<file path="config.mk">
export PLATFORM = sky130hd
export DESIGN_NAME = frame_reader
export DESIGN_NICKNAME = d
export VERILOG_FILES = /design/src/rtl/frame_reader_pkg.sv /design/src/rtl/frame_reader_skid.sv /design/src/rtl/frame_reader.sv
export SDC_FILE = /design/constraint.sdc
export NUM_CORES = 1
export LEC_CHECK = 0
export ABC_AREA = 1
export CAP_MARGIN = 20
export CORE_MARGIN = 4
export CORE_UTILIZATION = 40
export CTS_CLUSTER_SIZE = 12
export DETAILED_ROUTE_END_ITERATION = 8
export GPL_TIMING_DRIVEN = 0
export PLACE_DENSITY_LB_ADDON = 0.1
export REMOVE_ABC_BUFFERS = 1
export SLEW_MARGIN = 0
export SYNTH_ARGS = -nofsm -noshare
export SYNTH_HDL_FRONTEND = slang
export SYNTH_SLANG_ARGS = --single-unit
</file>
<file path="constraint.sdc">
create_clock -name clock -period 2.6 [get_ports clock]
set_input_delay 0.52 -clock clock [delete_from_list [all_inputs] [get_ports clock]]
set_output_delay 0.52 -clock clock [all_outputs]
set_load 0.02 [all_outputs]
</file>
<file path="src/rtl/frame_reader_pkg.sv">
// Shared types and constants for the frame_reader scan-out block.
// The RGB565 palette is used only when FRAME_READER_PALETTE_EN is defined.
package frame_reader_pkg;

    typedef enum logic [1:0] {
        ST_IDLE,
        ST_WAIT,
        ST_STREAM,
        ST_DRAIN
    } state_t;

    // One output beat as carried through the 2-entry output buffer
    typedef struct packed {
        logic [15:0] data;
        logic [9:0]  x;
        logic [8:0]  y;
        logic        last;
    } pix_t;

    // Iteration count 0..15 mapped onto a dark-blue -> cyan -> yellow -> red -> white ramp
    localparam logic [15:0] PALETTE [16] = '{
        16'h0000, 16'h0010, 16'h0018, 16'h001F,
        16'h041F, 16'h07FF, 16'h07F0, 16'h07E0,
        16'h3FE0, 16'h7FE0, 16'hFFE0, 16'hFD20,
        16'hFA00, 16'hF800, 16'hF81F, 16'hFFFF
    };

    function automatic int pixel_count(input int width, input int height);
        return width * height;
    endfunction

endpackage

</file>
<file path="src/rtl/frame_reader_skid.sv">
// Two-entry valid/ready buffer between the RAM read pipeline and the pixel sink.
// Upstream never pushes into a full buffer; the read issuer budgets credits from count.
module frame_reader_skid
    import frame_reader_pkg::*;
(
    input  logic       clock,
    input  logic       reset_n,
    input  logic       in_valid,
    input  pix_t       in_pix,
    output logic       out_valid,
    input  logic       out_ready,
    output pix_t       out_pix,
    output logic [1:0] count
);

    pix_t       entry_q [2];
    logic       wr_ptr_q;
    logic       rd_ptr_q;
    logic [1:0] count_q;
    logic       pop;

    assign pop       = out_valid && out_ready;
    assign out_valid = (count_q != 2'd0);
    assign out_pix   = entry_q[rd_ptr_q];
    assign count     = count_q;

    always_ff @(posedge clock or negedge reset_n) begin
        if (!reset_n) begin
            // NOTE: the storage is reset too, because pix_data/pix_x/pix_y are read straight from it and must be zero in reset
            entry_q[0] <= '0;
            entry_q[1] <= '0;
            wr_ptr_q   <= 1'b0;
            rd_ptr_q   <= 1'b0;
            count_q    <= 2'd0;
        end else begin
            if (in_valid) begin
                entry_q[wr_ptr_q] <= in_pix;
                wr_ptr_q          <= ~wr_ptr_q;
            end
            if (pop) begin
                rd_ptr_q <= ~rd_ptr_q;
            end
            case ({in_valid, pop})
                2'b10:   count_q <= count_q + 2'd1;
                2'b01:   count_q <= count_q - 2'd1;
                default: count_q <= count_q;
            endcase
        end
    end

    no_overflow: assert property (@(posedge clock) disable iff (!reset_n)
        !(in_valid && (count_q == 2'd2) && !pop));

endmodule

</file>
<file path="src/rtl/frame_reader.sv">
// Scans one frame out of NUM_SOLVERS interleaved iteration RAMs as a valid/ready pixel stream.
// Define FRAME_READER_PALETTE_EN to map iteration values through the RGB565 palette.
module frame_reader
    import frame_reader_pkg::*;
#(
    parameter int NUM_SOLVERS = 1,
    parameter int WIDTH       = 640,
    parameter int HEIGHT      = 480
) (
    input  logic              clock,
    input  logic              reset_n,
    input  logic              start,
    input  logic              solve_done,
    output logic [5:0]        rd_solver_id,
    output logic [18:0]       rd_addr,
    input  logic signed [3:0] rd_data_in,
    output logic              pix_valid,
    input  logic              pix_ready,
    output logic [15:0]       pix_data,
    output logic [9:0]        pix_x,
    output logic [8:0]        pix_y,
    output logic              pix_last,
    output logic              busy
);

    localparam int          NUM_PIXELS  = pixel_count(WIDTH, HEIGHT);
    localparam logic [5:0]  BANK_LAST   = 6'(NUM_SOLVERS - 1);
    localparam logic [9:0]  X_LAST      = 10'(WIDTH - 1);
    localparam logic [19:0] REMAIN_INIT = 20'(NUM_PIXELS - 1);

    state_t      state_q, state_d;

    // Read-side raster position: the pixel whose bank/address sits on the RAM port
    logic [5:0]  bank_q;
    logic [18:0] addr_q;
    logic [9:0]  x_q;
    logic [8:0]  y_q;
    logic [19:0] remain_q;

    // Coordinates of the read whose data returns this cycle
    logic        fly_q;
    logic [9:0]  fly_x_q;
    logic [8:0]  fly_y_q;
    logic        fly_last_q;

    logic        issue;
    logic        is_last;
    logic        frame_go;
    logic        pop;
    logic [1:0]  buf_count;
    logic [2:0]  occupancy;
    logic [15:0] mapped;
    pix_t        push_pix;
    pix_t        out_pix;

    assign is_last  = (remain_q == 20'd0);
    assign frame_go = (state_q == ST_IDLE) && start;
    assign pop      = pix_valid && pix_ready;

    // Entries left after this cycle's handshake plus the read in flight; counting the
    // pop here is what lets a full-rate sink see one pixel per cycle.
    assign occupancy = {1'b0, buf_count} - {2'b00, pop} + {2'b00, fly_q};

    always_ff @(posedge clock or negedge reset_n) begin
        if (!reset_n) begin
            // NOTE: sequential state uses <= so every register samples pre-edge values
            state_q <= ST_IDLE;
        end else begin
            state_q <= state_d;
        end
    end

    always_comb begin
        // NOTE: defaults first, so no branch leaves state_d or issue unassigned (no latch)
        state_d = state_q;
        issue   = 1'b0;
        unique case (state_q)
            ST_IDLE:   if (start)      state_d = ST_WAIT;
            ST_WAIT:   if (solve_done) state_d = ST_STREAM;
            ST_STREAM: begin
                issue = (occupancy < 3'd2);
                if (issue && is_last) state_d = ST_DRAIN;
            end
            ST_DRAIN:  if (pop && pix_last) state_d = ST_IDLE;
            default:   state_d = ST_IDLE;
        endcase
    end

    // Counters move only when a read is issued; after the final read they hold it.
    always_ff @(posedge clock or negedge reset_n) begin
        if (!reset_n) begin
            bank_q   <= '0;
            addr_q   <= '0;
            x_q      <= '0;
            y_q      <= '0;
            remain_q <= '0;
        end else if (frame_go) begin
            bank_q   <= '0;
            addr_q   <= '0;
            x_q      <= '0;
            y_q      <= '0;
            remain_q <= REMAIN_INIT;
        end else if (issue && !is_last) begin
            remain_q <= remain_q - 20'd1;
            if (bank_q == BANK_LAST) begin
                bank_q <= '0;
                addr_q <= addr_q + 19'd1;
            end else begin
                bank_q <= bank_q + 6'd1;
            end
            if (x_q == X_LAST) begin
                x_q <= '0;
                y_q <= y_q + 9'd1;
            end else begin
                x_q <= x_q + 10'd1;
            end
        end
    end

    always_ff @(posedge clock or negedge reset_n) begin
        if (!reset_n) begin
            fly_q      <= 1'b0;
            fly_x_q    <= '0;
            fly_y_q    <= '0;
            fly_last_q <= 1'b0;
        end else begin
            fly_q <= issue;
            if (issue) begin
                fly_x_q    <= x_q;
                fly_y_q    <= y_q;
                fly_last_q <= is_last;
            end
        end
    end

`ifdef FRAME_READER_PALETTE_EN
    assign mapped = PALETTE[$unsigned(rd_data_in)];
`else
    assign mapped = {12'h000, rd_data_in};
`endif

    assign push_pix = '{data: mapped, x: fly_x_q, y: fly_y_q, last: fly_last_q};

    frame_reader_skid u_skid (
        .clock     (clock),
        .reset_n   (reset_n),
        .in_valid  (fly_q),
        .in_pix    (push_pix),
        .out_valid (pix_valid),
        .out_ready (pix_ready),
        .out_pix   (out_pix),
        .count     (buf_count)
    );

    assign rd_solver_id = bank_q;
    assign rd_addr      = addr_q;
    assign pix_data     = out_pix.data;
    assign pix_x        = out_pix.x;
    assign pix_y        = out_pix.y;
    assign pix_last     = out_pix.last;
    assign busy         = (state_q != ST_IDLE);

endmodule

</file>
==> results of run 1 <==
power by group:
part           total [mW]  internal (mW)  switching (mW)
logic                4.08           1.51            2.57
clock network        2.47           1.55           0.927
registers            3.04           2.63           0.413
area by class of cell:
cell class                      count  area [sq um]  area share (%)
Clock buffer                       19           453            5.00
Clock inverter                     12           148            1.63
Inverter                           84           348            3.84
Multi-Input combinational cell    708          3510            38.7
Sequential cell                   139          3480            38.5
Tap cell                          229           287            3.16
Timing Repair Buffer               75           827            9.13
Timing Repair inverter              1          5.00          0.0553
sequential cells by signal, indices dropped and copies added, names as in the netlist:
name             count
rd_addr             19
rd_solver_id         6
u_skid.count         2
y_q                  9
x_q                 10
fly_x_q             10
fly_q                1
fly_y_q              9
u_skid.entry_q      48
u_skid.rd_ptr_q      1
u_skid.wr_ptr_q      1
remain_q            20
state_q              2
fly_last_q           1
routing by layer:
| layer | track usage [%] | share of wire [%] | vias to the layer above |
|---|---|---|---|
| met5 | 0 | 0 | - |
| met4 | 5.55 | 1.4 | 0 |
| met3 | 3.24 | 3.3 | 17 |
| met2 | 30.7 | 48 | 109 |
| met1 | 23.9 | 47 | 2813 |
| li1 | - | - | 3138 |
worst max-delay path, cell delays in order, from the launching register on:
cell and delay, ns:
dfrtp_4 0.60, clkinv_8 0.17, nand2_1 0.06, nand2_1 0.11, clkdlybuf4s50_1 0.61
cell usage in the layout (no fill, tap or decap), types with 4 or more instances in the layout:
cell / n
a21oi_1: 4
buf_12: 6
buf_4: 7
clkbuf_16: 18
clkdlybuf4s50_1: 57
clkinv_2: 5
clkinvlp_4: 4
conb_1: 12
dfrtp_1: 138
ha_1: 12
inv_1: 75
inv_2: 5
nand2_1: 341
nand2_2: 11
nand2_8: 6
nand3_1: 57
nand4_1: 11
nor2_1: 79
nor2_2: 5
nor2_4: 4
o21ai_0: 82
o21ai_1: 16
o21ai_2: 17
or2_2: 6
xor2_1: 25
through the flow:
stage	cell area, sq um	util, %	power [mW]	setup TNS, ns	std cells
6_report	9050	50.1	9.59	0	1267
5_1_grt	9050	50.1	10.3	0	1267
4_1_cts	8960	49.6	9.50	-0.0171	1261
3_5_place_dp	8080	44.7	6.19	-112.19	1215
3_3_place_gp	8020	44.4	6.13	-786.79	1213
2_1_floorplan	7150	-	5.03	-18.92	925
cell families (layout without fill, tap and decap cells):
group                    after synthesis  in the layout  share of synthesized area, %
AO/OA/AOI/OAI                        125            125                          9.44
other                                  1             12                        0.0507
buffers and inverters                132            191                          8.22
AND/OR/NAND/NOR                      523            529                          29.5
flip-flops                           139            139                          47.0
XOR/XNOR                              29             29                          3.43
adder cells (fa/ha/maj)               13             13                          2.30
how the worst max path moves through the flow:
stage,slack (ns),end,startpoint
after floorplan,-0.37,remain_q[17],u_skid.count[1]
after CTS,-0.008,remain_q[19],u_skid.count[0]
after global routing,0.002,x_q[5],u_skid.count[0]
final,0.09,pix_y[0],u_skid.rd_ptr_q
after global placement,-4.84,rd_addr[12],reset_n
after detailed placement,-1.32,remain_q[17],pix_ready
repair_timing:
action	in CTS	in global routing
pin swaps	8	7
hold buffers	0	0
endpoints found under the setup margin	111	75
cloned	6	2
resized for setup	23	10
buffers inserted	9	5
==> out/qor.yml, run 1 <==
rsz0062_at_grt: "no"
start_util_pct: 40.9
hold_slack_ns: 0.0730
coreArea_sq_um: 18100
die_x_um: 144
row_count: 49
fin_crit_ns: 2.51
synth_flop_cell: "dfrtp_1"
reg2regPathDepth: 15
rr_startpoint: "u_skid.count[0]"
drv_slew: 0
synth.yosys.warnings: 0
cts-root-buf: "clkbuf_16"
period_share_pct: 96.4
crit_type: "reg2out"
power_density_nw_per_um2: 1060
vias_per_cell: 4.80
track_usage_pct: 18.2
post-place-ws_ns: -1.32
hold_viol: 0
cts_inserted_buffers: 17
ios: 72
worstMarginPinSlew_ns: 0.879
hold_class: "in2async"
start_kind: "register"
p_leak_nw: 4.21
ir_drop_mv: 0.548
htreeDepth: 4
tritoncts: "done"
slew-limit-headroom_pct: 41.4
synth_area_leaders: "dfrtp_1 (47%), nand2_1 (18%), o21ai_0 (5.6%), inv_1 (4.1%), nor2_1 (4.0%)"
syn_area_sq_um: 7400
grt_pass1_wl_um: 29700
area_growth_pct: 22.4
r2r_setup_slack_ns: 0.19
synth_area_per_cell_sq_um: 7.69
async_flop_share_pct: 100
grt-ovfl-total: 0
fin_nets: 1048
hpwl_um: 10400
antenna_found_initial: 0
critPathRequiredTime_ns: 2.08
yosys.cell_count.top_type: "nand2_1"
grt_pass1_vias: 5866
drive_gt1_share_pct: 11.3
yosys_register_bits: 139
finalSetupViolations: 0
clk_pin_slew_ns: 0.06
synth-edff-count: 0
max-cap-violations: 0
drc: 0
yosys.area.top_type: "dfrtp_1"
gp_congestion: 0.814
vias: 6077
first_pass_iters: 5
synth_top_area_share_pct: 47.0
synth_cells: 962
status: "finished, final reports clean"
die_h_um: 144
critPathMaxFanout: 25
r2r_end: "rd_addr[6]"
synthDistinctLibCells: 35
cp-end-kind: "output pin"
postRouteAntennaNets: 0
drt-wirelength-per-cell_um: 14.0
yosysSeqAreaShare_pct: 47.0
grt_max_degree: 83
finClkSkew_ns: 0.00691
synthTopCellsByCount: "nand2_1 (348), dfrtp_1 (139), o21ai_0 (83), inv_1 (80), nor2_1 (79)"
nFillCells: 1766
fp.dieArea_sq_um: 20700
cts.sinks: 139
drt-total-wl_um: 17800
port_buffers: 59
crit_arrival_ns: 1.99
clockBufferDepth: 2
clock_latency_ns: 0.42
antennaDiodeCount: 0
drt_iter0_drc: 349
fmax_mhz: 399
fin_ws_ns: 0.0933
(Power assumes the default switching activity.)
==> inputs of run 2 (changes only) <==
CORE_ASPECT_RATIO = 1.5   (was not set)
==> run 2 against run 1 <==
Power is 3.2% higher. Combinational power about the same. Utilization rose by 0.65 points. Final cell count rose by 1.9%. Largest power group unchanged. Sequential share of layout area is 0.49 points lower. Critical path type unchanged. Highest routed layer unchanged. Register-to-register slack worse by 0.06 ns.
==> out/qor.yml, run 2 (synthesis gave the netlist of run 1 again) <==
crit_type: "reg2out"
crit_arrival_ns: 2.00  # about the same
post-place-cells: 1234  # +1.6%
slowest_delay_ns: 0.62  # about the same
largest_reg_flops: 48  # unchanged
start_kind: "register"
critPathMaxFanout: 25  # unchanged
clock_latency_ns: 0.42  # about the same
gp_congestion: 0.857  # +5.3%
drive_gt1_share_pct: 11.5  # +0.23 points
antenna_found_initial: 0  # unchanged
port_buffers: 59  # unchanged
register_area_sq_um: 3480  # about the same
layout_commonest_cell: "nand2_1"
p_leak_nw: 4.26  # +1.1%
htreeDepth: 4  # unchanged
ios: 72  # unchanged
grt-ovfl-total: 0  # unchanged
fin_nets: 1052  # +0.38%
finalSetupViolations: 0  # unchanged
max-cap-violations: 0  # unchanged
crit_top_cell: "nand2_1"
max_flop_register: "u_skid.entry_q"
vias: 6140  # +1.0%
nFillCells: 1777  # +0.62%
cts-root-buf: "clkbuf_16"
ir_drop_mv: 0.761  # +39%
cts_inserted_buffers: 17  # unchanged
fmax_mhz: 397  # -0.57%
status: "finished, final reports clean"
period_share_pct: 97.0  # +0.55 points
antennaDiodeCount: 0  # unchanged
track_usage_pct: 18.0  # -0.20 points
clockBufferDepth: 2  # unchanged
hold_viol: 0  # unchanged
area_growth_pct: 24.0
cts.sinks: 139  # unchanged
hold_slack_ns: 0.0232  # -0.0498 ns
first_pass_iters: 4  # -1
hold_class: "in2async"
fin_crit_ns: 2.52  # +0.0144 ns
drt-total-wl_um: 17900  # +0.34%
drt-wirelength-per-cell_um: 13.8  # -1.5%
start_util_pct: 40.9  # about the same
power_density_nw_per_um2: 1080  # +1.8%
path_cells: "clkinv_8, nand2_1, nand2_1, clkdlybuf4s50_1"
cp-end-kind: "output pin"
critPathRequiredTime_ns: 2.08  # about the same
clk_pin_slew_ns: 0.06  # about the same
grt_pass1_vias: 6061  # +3.3%
grt_max_degree: 97  # +17%
grt_pass1_wl_um: 30300  # +2.0%
drc: 0  # unchanged
worstMarginPinSlew_ns: 0.918  # +0.0392 ns
tns_ns: 0  # unchanged
tritoncts: "done"
hpwl_um: 10700  # +2.5%
coreArea_sq_um: 18100  # about the same
slew-limit-headroom_pct: 38.7  # -2.7 points
die_x_um: 119  # -17%
die_h_um: 175  # +21%
postLayoutCoreUtil_pct: 50.7  # +0.65 points
drt_iter0_drc: 322  # -7.7%
crit_path_top_delay_cell: "clkdlybuf4s50_1"
drv_slew: 0  # unchanged
vias_per_cell: 4.76  # -0.84%
finClkSkew_ns: 0.00982  # +0.00291 ns
multi_input_area_sq_um: 3490  # -0.54%
final_cell_mix: "nand2_1 (343), dfrtp_1 (137), o21ai_0 (83)"
row_count: 60  # +22%
postRouteAntennaNets: 0  # unchanged
stdcell_count: 1291  # +1.9%
fp.dieArea_sq_um: 20800  # +0.22%
[run 2: cell type report]
class                           count  share of cell area [%]
Clock inverter                     14                    2.56
Sequential cell                   139                    38.0
Multi-Input combinational cell    707                    38.0
Inverter                           84                    3.70
Timing Repair inverter              1                  0.0818
Clock buffer                       18                    4.79
Tap cell                          248                    3.38
Timing Repair Buffer               80                    9.52
[run 2: what timing repair did]
item                                    CTS  global route
endpoints found under the setup margin  111            88
gates resized for setup                  19            11
pin swaps                                 7             7
cloned                                    6             1
hold buffers                              0             0
buffers inserted                         13             5
[run 2: critical path, delay by kind of cell (launching register included)]
| family | cells | cell delay [ns] |
|---|---|---|
| DFF | 1 | 0.58 |
| and+or+nand+nor | 2 | 0.18 |
| buffers and inverters | 2 | 0.78 |
[run 2: worst paths after layout]
| path | start | endpoint | slack [ns] | cells after the start |
|---|---|---|---|---|
| worst max-delay path | u_skid.rd_ptr_q | pix_last | 0.08 | 4 |
| worst min-delay path | reset_n | u_skid.entry_q[56] | 0.02 | 1 |
| worst max register to register | u_skid.count[1] | rd_addr[14] | 0.13 | 16 |
| worst min register to register | u_skid.entry_q[14] | u_skid.entry_q[14] | 0.48 | 2 |
| max in group asynchronous | reset_n | u_skid.rd_ptr_q | 1.73 | 2 |
| min in group clock | u_skid.entry_q[14] | u_skid.entry_q[14] | 0.48 | 2 |
[run 2: stage by stage]
stage	power (mW)	cell area (sq um)	setup WS (ns)
floorplan	5.03	7150	-0.375
global placement	6.11	8050	-4.94
detailed placement	6.17	8100	-1.30
CTS	9.81	9080	0.00383
global route	10.6	9180	-0.0163
finish	9.90	9180	0.0789
[run 2: layer usage]
metal	up-vias	global-route usage [%]	routed length, um
li1	3144	-	-
met5	-	0	0
met3	32	3.32	552
met2	93	31.8	9300
met4	0	6.91	397
met1	2871	21.5	7600
[run 2: where the power goes]
part           switching (mW)  total (mW)  internal, mW
Clock                    1.01        2.77          1.76
Combinational            2.53        4.09          1.56
Sequential              0.406        3.04          2.63
